$ cat src/rtl/ram16_bus_pkg.sv
// Shared types and constants for the 32-bit bus to 16-bit test RAM bridge.
package ram16_bus_pkg;

  typedef enum logic [1:0] {
    IDLE = 2'd0,
    LO   = 2'd1,
    HI   = 2'd2,
    DONE = 2'd3
  } state_t;

  localparam logic [31:0] DEFAULT_ADDR_BASE = 32'hBFC00000;
  localparam int          DEFAULT_RAM_DEPTH = 4096;

  function automatic logic [31:0] halfword_index(input logic [31:0] addr,
                                                 input logic [31:0] base);
    return (addr - base) >> 1;
  endfunction

endpackage

$ cat src/rtl/ram16_bus_bridge_halfword_merge.sv
// Byte-lane merge of new write data over old RAM contents; purely combinational.
// Zero latency, no flow control.
module halfword_merge (
  input  logic [15:0] old,
  input  logic [15:0] new_dat,
  input  logic [1:0]  be,
  output logic [15:0] merged
);

  assign merged[7:0]  = be[0] ? new_dat[7:0]  : old[7:0];
  assign merged[15:8] = be[1] ? new_dat[15:8] : old[15:8];

endmodule

$ cat src/rtl/ram16_bus_bridge.sv
// Splits each 32-bit CPU access into low then high 16-bit RAM accesses (RMW for partial writes).
// Fixed 4-cycle latency (2 on error); waitrequest holds the CPU until DONE.
module ram16_bus_bridge
  import ram16_bus_pkg::*;
#(
  parameter logic [31:0] ADDR_BASE = DEFAULT_ADDR_BASE,
  parameter int          RAM_DEPTH = DEFAULT_RAM_DEPTH
) (
  input  logic        clk,
  input  logic        reset,
  input  logic [31:0] address,
  input  logic        read,
  input  logic        write,
  input  logic [3:0]  byteenable,
  input  logic [31:0] writedata,
  output logic        waitrequest,
  output logic [31:0] readdata,
  output logic        addr_error,
  output logic [31:0] ram_address,
  output logic        ram_read,
  output logic        ram_write,
  output logic [31:0] ram_writedata,
  input  logic [31:0] ram_readdata
);

  localparam logic [31:0] DEPTH_W = RAM_DEPTH;

  state_t      state, state_nxt;
  logic [31:0] h_q;
  logic [3:0]  be_q;
  logic [31:0] wdata_q;
  logic        is_wr_q;

  logic        req;
  logic [31:0] h_in;
  logic        bad;
  logic        hi_sel;
  logic [15:0] m_new;
  logic [1:0]  m_be;
  logic [15:0] merged;
  logic        unused_ok;

  assign req       = read | write;
  assign h_in      = halfword_index(address, ADDR_BASE);
  // Addresses below ADDR_BASE wrap to a huge index and fall out of range here.
  assign bad       = (address[1:0] != 2'b00) || ((h_in + 32'd1) >= DEPTH_W) || (read && write);
  assign unused_ok = ^ram_readdata[31:16];

  assign hi_sel = (state == HI);
  assign m_new  = hi_sel ? wdata_q[31:16] : wdata_q[15:0];
  assign m_be   = hi_sel ? be_q[3:2]      : be_q[1:0];

  halfword_merge u_merge (
    .old     (ram_readdata[15:0]),
    .new_dat (m_new),
    .be      (m_be),
    .merged  (merged)
  );

  always_comb begin
    state_nxt     = state;
    waitrequest   = 1'b1;
    ram_address   = 32'd0;
    ram_read      = 1'b0;
    ram_write     = 1'b0;
    ram_writedata = 32'd0;
    case (state)
      IDLE: begin
        waitrequest = req;
        if (req) state_nxt = bad ? DONE : LO;
      end
      LO: begin
        ram_address   = h_q;
        ram_read      = 1'b1;
        ram_write     = is_wr_q && (m_be != 2'b00);
        ram_writedata = {16'h0000, merged};
        state_nxt     = HI;
      end
      HI: begin
        ram_address   = h_q + 32'd1;
        ram_read      = 1'b1;
        ram_write     = is_wr_q && (m_be != 2'b00);
        ram_writedata = {16'h0000, merged};
        state_nxt     = DONE;
      end
      DONE: begin
        waitrequest = 1'b0;
        state_nxt   = IDLE;
      end
      default: state_nxt = IDLE;
    endcase
    // Reset must never let a half-finished write reach the RAM.
    if (reset) begin
      waitrequest = 1'b1;
      ram_write   = 1'b0;
    end
  end

  always_ff @(posedge clk) begin
    if (reset) begin
      state      <= IDLE;
      h_q        <= 32'd0;
      be_q       <= 4'd0;
      wdata_q    <= 32'd0;
      is_wr_q    <= 1'b0;
      readdata   <= 32'd0;
      addr_error <= 1'b0;
    end else begin
      state <= state_nxt;
      case (state)
        IDLE: begin
          if (req) begin
            h_q     <= h_in;
            be_q    <= byteenable;
            wdata_q <= writedata;
            is_wr_q <= write;
            if (bad) begin
              addr_error <= 1'b1;
              readdata   <= 32'd0;
            end
          end
        end
        LO: if (!is_wr_q) readdata[15:0]  <= ram_readdata[15:0];
        HI: if (!is_wr_q) readdata[31:16] <= ram_readdata[15:0];
        default: ;
      endcase
    end
  end

endmodule

$ cat config.mk
export PLATFORM = sky130hd
export DESIGN_NAME = ram16_bus_bridge
export DESIGN_NICKNAME = d
export VERILOG_FILES = /design/src/rtl/ram16_bus_pkg.sv /design/src/rtl/ram16_bus_bridge_halfword_merge.sv /design/src/rtl/ram16_bus_bridge.sv
export SDC_FILE = /design/constraint.sdc
export NUM_CORES = 1
export LEC_CHECK = 0
export CAP_MARGIN = 20
export CORE_MARGIN = 2
export CORE_UTILIZATION = 51
export DETAILED_ROUTE_END_ITERATION = 8
export PLACE_DENSITY_LB_ADDON = 0.12
export SKIP_LAST_GASP = 1
export SYNTH_ARGS = -nofsm -noshare
export SYNTH_HDL_FRONTEND = slang
export SYNTH_HIERARCHICAL = 1
export SYNTH_SLANG_ARGS = --single-unit
$ cat constraint.sdc
create_clock -name clk -period 8.61 [get_ports clk]
set_clock_uncertainty 0.15 [all_clocks]
set_input_delay 1.722 -clock clk [delete_from_list [all_inputs] [get_ports clk]]
set_output_delay 1.722 -clock clk [all_outputs]
set_load 0.005 [all_outputs]
## Yosys cells after proc, flatten, opt, wreduce, memory -nomap -nowiden

Index checks and enable logic that the tools add are counted.

| operators by class | value |
|---|---|
| add/subtract/negate cells | 3 |
| order comparisons | 1 |
| eq/ne operators | 7 |
| multiplexer cells | 19 |
| bitwise logic cells | 1 |
| reductions and logical operators | 14 |

Operators with widths:

| cell | count |
|---|---|
| $add A31 B1 Y32 const B | 2 |
| $mux W32 | 2 |
| $pmux W16 S2 | 2 |
| $pmux W32 S2 | 1 |
| $mux W16 | 3 |
| $ge A32 B13 Y1 const B | 1 |
| $sub A32 B32 Y32 const B | 1 |
| $mux W8 | 2 |
| $ne A2 B2 Y1 const B | 4 |
| $pmux W2 S4 | 1 |
| $reduce_and A4 Y1 | 2 |
| $reduce_bool A2 Y1 | 4 |
| $mux W2 | 3 |
| $eq A2 B2 Y1 const B | 2 |
| $mux W1 | 4 |
| $reduce_and A3 Y1 | 1 |
| $eq A2 B1 Y1 const B | 1 |
| $logic_and A1 B1 Y1 | 2 |
| $logic_not A2 Y1 | 1 |
| $logic_or A1 B1 Y1 | 2 |
| $pmux W1 S2 | 1 |
| $reduce_and A2 Y1 | 1 |
| $reduce_or A2 Y1 | 1 |
| $or A1 B1 Y1 | 1 |

| word-level totals | value |
|---|---|
| register bits after elaboration | 103 |
| input bits | 104 |
| word-level logic and storage cells | 53 |

## Depth between registers and ports, before layout

| depth | value |
|---|---|
| depth in word-level cells | 8 |
| depth in mapped cells | 12 |
| depth with buffers taken out | 10 |

## Cells and area by module

Netlist, hierarchy kept.

Modules (own cells, without submodules):

| module | times used | cells an instance | area an instance (um^2) | seq. area each (um^2) |
|---|---|---|---|---|
| ram16_bus_bridge | 1 | 812 | 6212.2 | 2062.0 |
| halfword_merge | 1 | 18 | 262.8 | 0.0 |

## Worst setup path before layout

No wires, ideal clock.

| timing | value |
|---|---|
| kind | input -> output |
| start point | input reset |
| end point | output ram_write |
| data arrival time | 2547 ps |
| required time | 6738 ps |
| setup slack | 4191 ps |
| stages on the path | 4 |
| buffers on the path | 3 |
| path through | clkbuf_1 > clkbuf_1 > clkbuf_1 > nor3_1 |

| on the way | value |
|---|---|
| cells in the longest elaborated chain, start to end | 1 |

Ends and longest elaborated chain:

| item | RTL line | RTL |
|---|---|---|
| start, declared | ram16_bus_bridge.sv:10 | `input logic reset,` |
| $mux W1 | ram16_bus_bridge.sv:93 | `if (reset) begin` |
| end, declared | ram16_bus_bridge.sv:21 | `output logic ram_write,` |

No other way between the ends.

## Worst setup path after layout

| timing | value |
|---|---|
| start point | register state[0] |
| end point | output ram_address[26] |

| on the way | value |
|---|---|
| cells in the longest elaborated chain, start to end | 2 |
| elaborated cells between the ends (all ways) | 3 |
| those cells by class | eq/ne: 2; mux: 1 |

Ends and longest elaborated chain:

| item | RTL line | RTL |
|---|---|---|
| start, declared | ram16_bus_bridge.sv:28 | `state_t state, state_nxt;` |
| start signal, assigned | ram16_bus_bridge.sv:109 | `state <= state_nxt;` |
| $eq A2 B2 Y1 or $eq A2 B1 Y1 (tied branches) | ram16_bus_bridge.sv:67 | `case (state)` |
| $pmux W32 S2 * | ram16_bus_bridge.sv:67 |  |
| end, declared | ram16_bus_bridge.sv:19 | `output logic [31:0] ram_address,` |

Mark *: on every way between the ends. The rest lies on a longest branch, timed or not.

==> out/qor.csv <==
metric,value,unit
hold buffer count at cts,0,
first-pass GRT wire length,28.4,mm
WL final,18.6,mm
RSZ-0062 raised after global routing,false,
CP max FO,43,
Final Hold Fails,0,
clock tree buffer depth,2,
Sw Ratio,37.0,%
Hold Crit Class,flop to flop,
layout cells sized above 1,7.30,%
Vias/cell,5.56,
Initial Utilization,51.7,%
Tot GR Track Use,26.4,%
Placed Cells,1114,
Syn Inst Count,830,
startpoint types,flop,
Total Nets Final,1065,
Reg2Reg Depth,5,
I/O Buffers,171,
Syn Area/Cell,7.80,µm²
DRC viols,0,
top-area cell type share of the netlist area,31.8,%
routed vias,6289,
Critical Path AT,3.72,ns
Antenna Diode Count,0,
FMAX,179,MHz
switching power total,0.659,mW
combinational fraction of design power,42.6,%
Setup CP Type,flop to output pin,
H-Tree Depth,3,
endpoints failing setup,0,
largest cells by area after synthesis,"dfxtp_1, nand2_1, a21oi_1",
half-perimeter wire length after placement,13.5,mm
GPL Wtd Cong,0.939,
fin crit period,5.59,ns
Synth area leader,dfxtp_1,
Layout Cells excl Fill,1131,
M1 GR Usage,34.7,%
post_cts resized,0,
Synth Warn #,6,
WL/cell,16.4,µm
die height,117,µm
final worst path period share,64.9,%
Synth Register Bits,103,
met3 usage,3.17,%
initial antenna violation count,0,
Main synth FF type,dfxtp_1,
number of flops mapped to enable cells by yosys,0,
DRT Pass-1 Iters,5,
sequential power share,34.9,%
slew margin rel.,22.0,%
area of the multi-input gates,4050,µm²
CTS tree,done,
total CTS buffers,9,
grt ovf,0,
number of nets with antenna violations after routing,0,
die width,117,µm
Critical Path RT,6.74,ns
Least-Margin Pin Slew,1.17,ns
VDD IR max,0.129,mV
endpoint type of the worst setup path,output pin,
Tot Pwr,1.78,mW
clock-pin slew of the registers on the worst-case setup and hold paths,0.08,ns
clock sinks,103,
CORE AREA,12500,µm²
"count leader, synth",nand2_1,
Clock Tree Root,clkbuf_16,
number of global-route vias before repair,5791,
Rows,41,
storage element area,2060,µm²
Unique masters post-synth,60,
mapped cell area,6470,µm²
Lkg Pwr,3.10,nW
PwrDens,212,nW/µm²
Max Cap Viol,0,
met2 Use GR,45.3,%
"Clk Latency, worst-skew pair",0.36,ns
status,completed,
hold path depth,2,
sequential share of the synthesized area,31.8,%
Top Usage Layer GRT,met2,
leading cell types by count after synthesis,"nand2_1, dfxtp_1, a21oi_1",
area growth from synthesis to layout,29.8,%
clock network fraction of total power,22.5,%
max-slew violation count,0,
largest net degree at the start of global routing,114,
"FFs w/ async S/R, synth",0,%
Final Core Density,67.2,%
die area,13600,µm²
Int Pwr,1.12,mW
fillers,1054,
DRT iter0 DRCs,478,
io pins,204,
setup TNS,0,ns
Post-CTS Setup Bufs,0,
==> per-layer routing <==
metal  up-vias  routed length [µm]
met3        24                 961
met5         -                   0
met2       207                9070
met1      2969                8260
met4         0                 291
li1       3089                   -
==> final cells by class <==
cell class                      instances  area share [%]
Tap cell                              172            2.56
Inverter                                9           0.402
Clock inverter                          6           0.744
Sequential cell                       103            24.5
Clock buffer                           10            2.72
Multi-Input combinational cell        656            48.2
Timing Repair Buffer                  175            20.8
==> per-stage QoR <==
| step | hold WS, ns | area, µm² | worst slack, ns |
|---|---|---|---|
| floorplan | 0.283 | 6530 | 4.19 |
| detailed placement | 0.294 | 8100 | 3.07 |
| finish | 0.303 | 8410 | 3.02 |
| global placement | 0.290 | 8100 | 3.27 |
| global route | 0.331 | 8410 | 2.88 |
| CTS | 0.305 | 8390 | 3.12 |
==> registers in the layout, indices dropped and copies added, names as in the netlist <==
| signal | count |
|---|---|
| addr_error | 1 |
| be_q | 4 |
| readdata | 32 |
| state | 2 |
| is_wr_q | 1 |
| wdata_q | 32 |
| h_q | 31 |
==> cells in the final DEF (no fill, tap or decap), types with 19 or more instances in the layout <==
cell type,instances
clkdlybuf4s50_1,170
nand2_1,166
dfxtp_1,103
a21oi_1,77
o21ai_0,46
mux2i_1,36
nand2b_1,36
nand3b_1,33
nand3_1,31
nor2_1,26
and2_1,23
mux2_2,19
==> worst max-delay path, stage by stage (launching register included) <==
cell             delay, ns
dfxtp_1               0.33
inv_1                 0.10
ha_2                  0.85
nand2_1               0.79
nor2_1                0.39
nand2_1               0.11
o21ai_0               0.22
clkdlybuf4s50_1       0.55
==> power groups by stage <==
stage | registers, mW | clock network [mW] | logic [mW]
2_1_floorplan | 0.616 | 0 | 0.485
3_3_place_gp | 0.627 | 0 | 0.726
3_5_place_dp | 0.632 | 0 | 0.748
4_1_cts | 0.621 | 0.406 | 0.751
5_1_grt | 0.634 | 0.427 | 0.822
6_report | 0.623 | 0.401 | 0.759
==> worst paths after layout <==
path	startpoint	end	slack, ns
setup / recovery	state[0]	ram_address[26]	3.02
hold / removal	wdata_q[11]	wdata_q[11]	0.30
setup reg to reg	state[0]	readdata[26]	5.64
hold reg to reg	wdata_q[11]	wdata_q[11]	0.30
==> kinds of logic after synthesis <==
logic type	count (synthesis)	share of synthesized area, %
buf+inv	86	6.63
xor+xnor	19	2.57
fa+ha+maj	7	1.35
simple gates	377	29.4
flops	103	31.8
other cells	1	0.0579
compound gates	166	15.5
mux	71	12.6
Power figures use the tool's default switching activity.
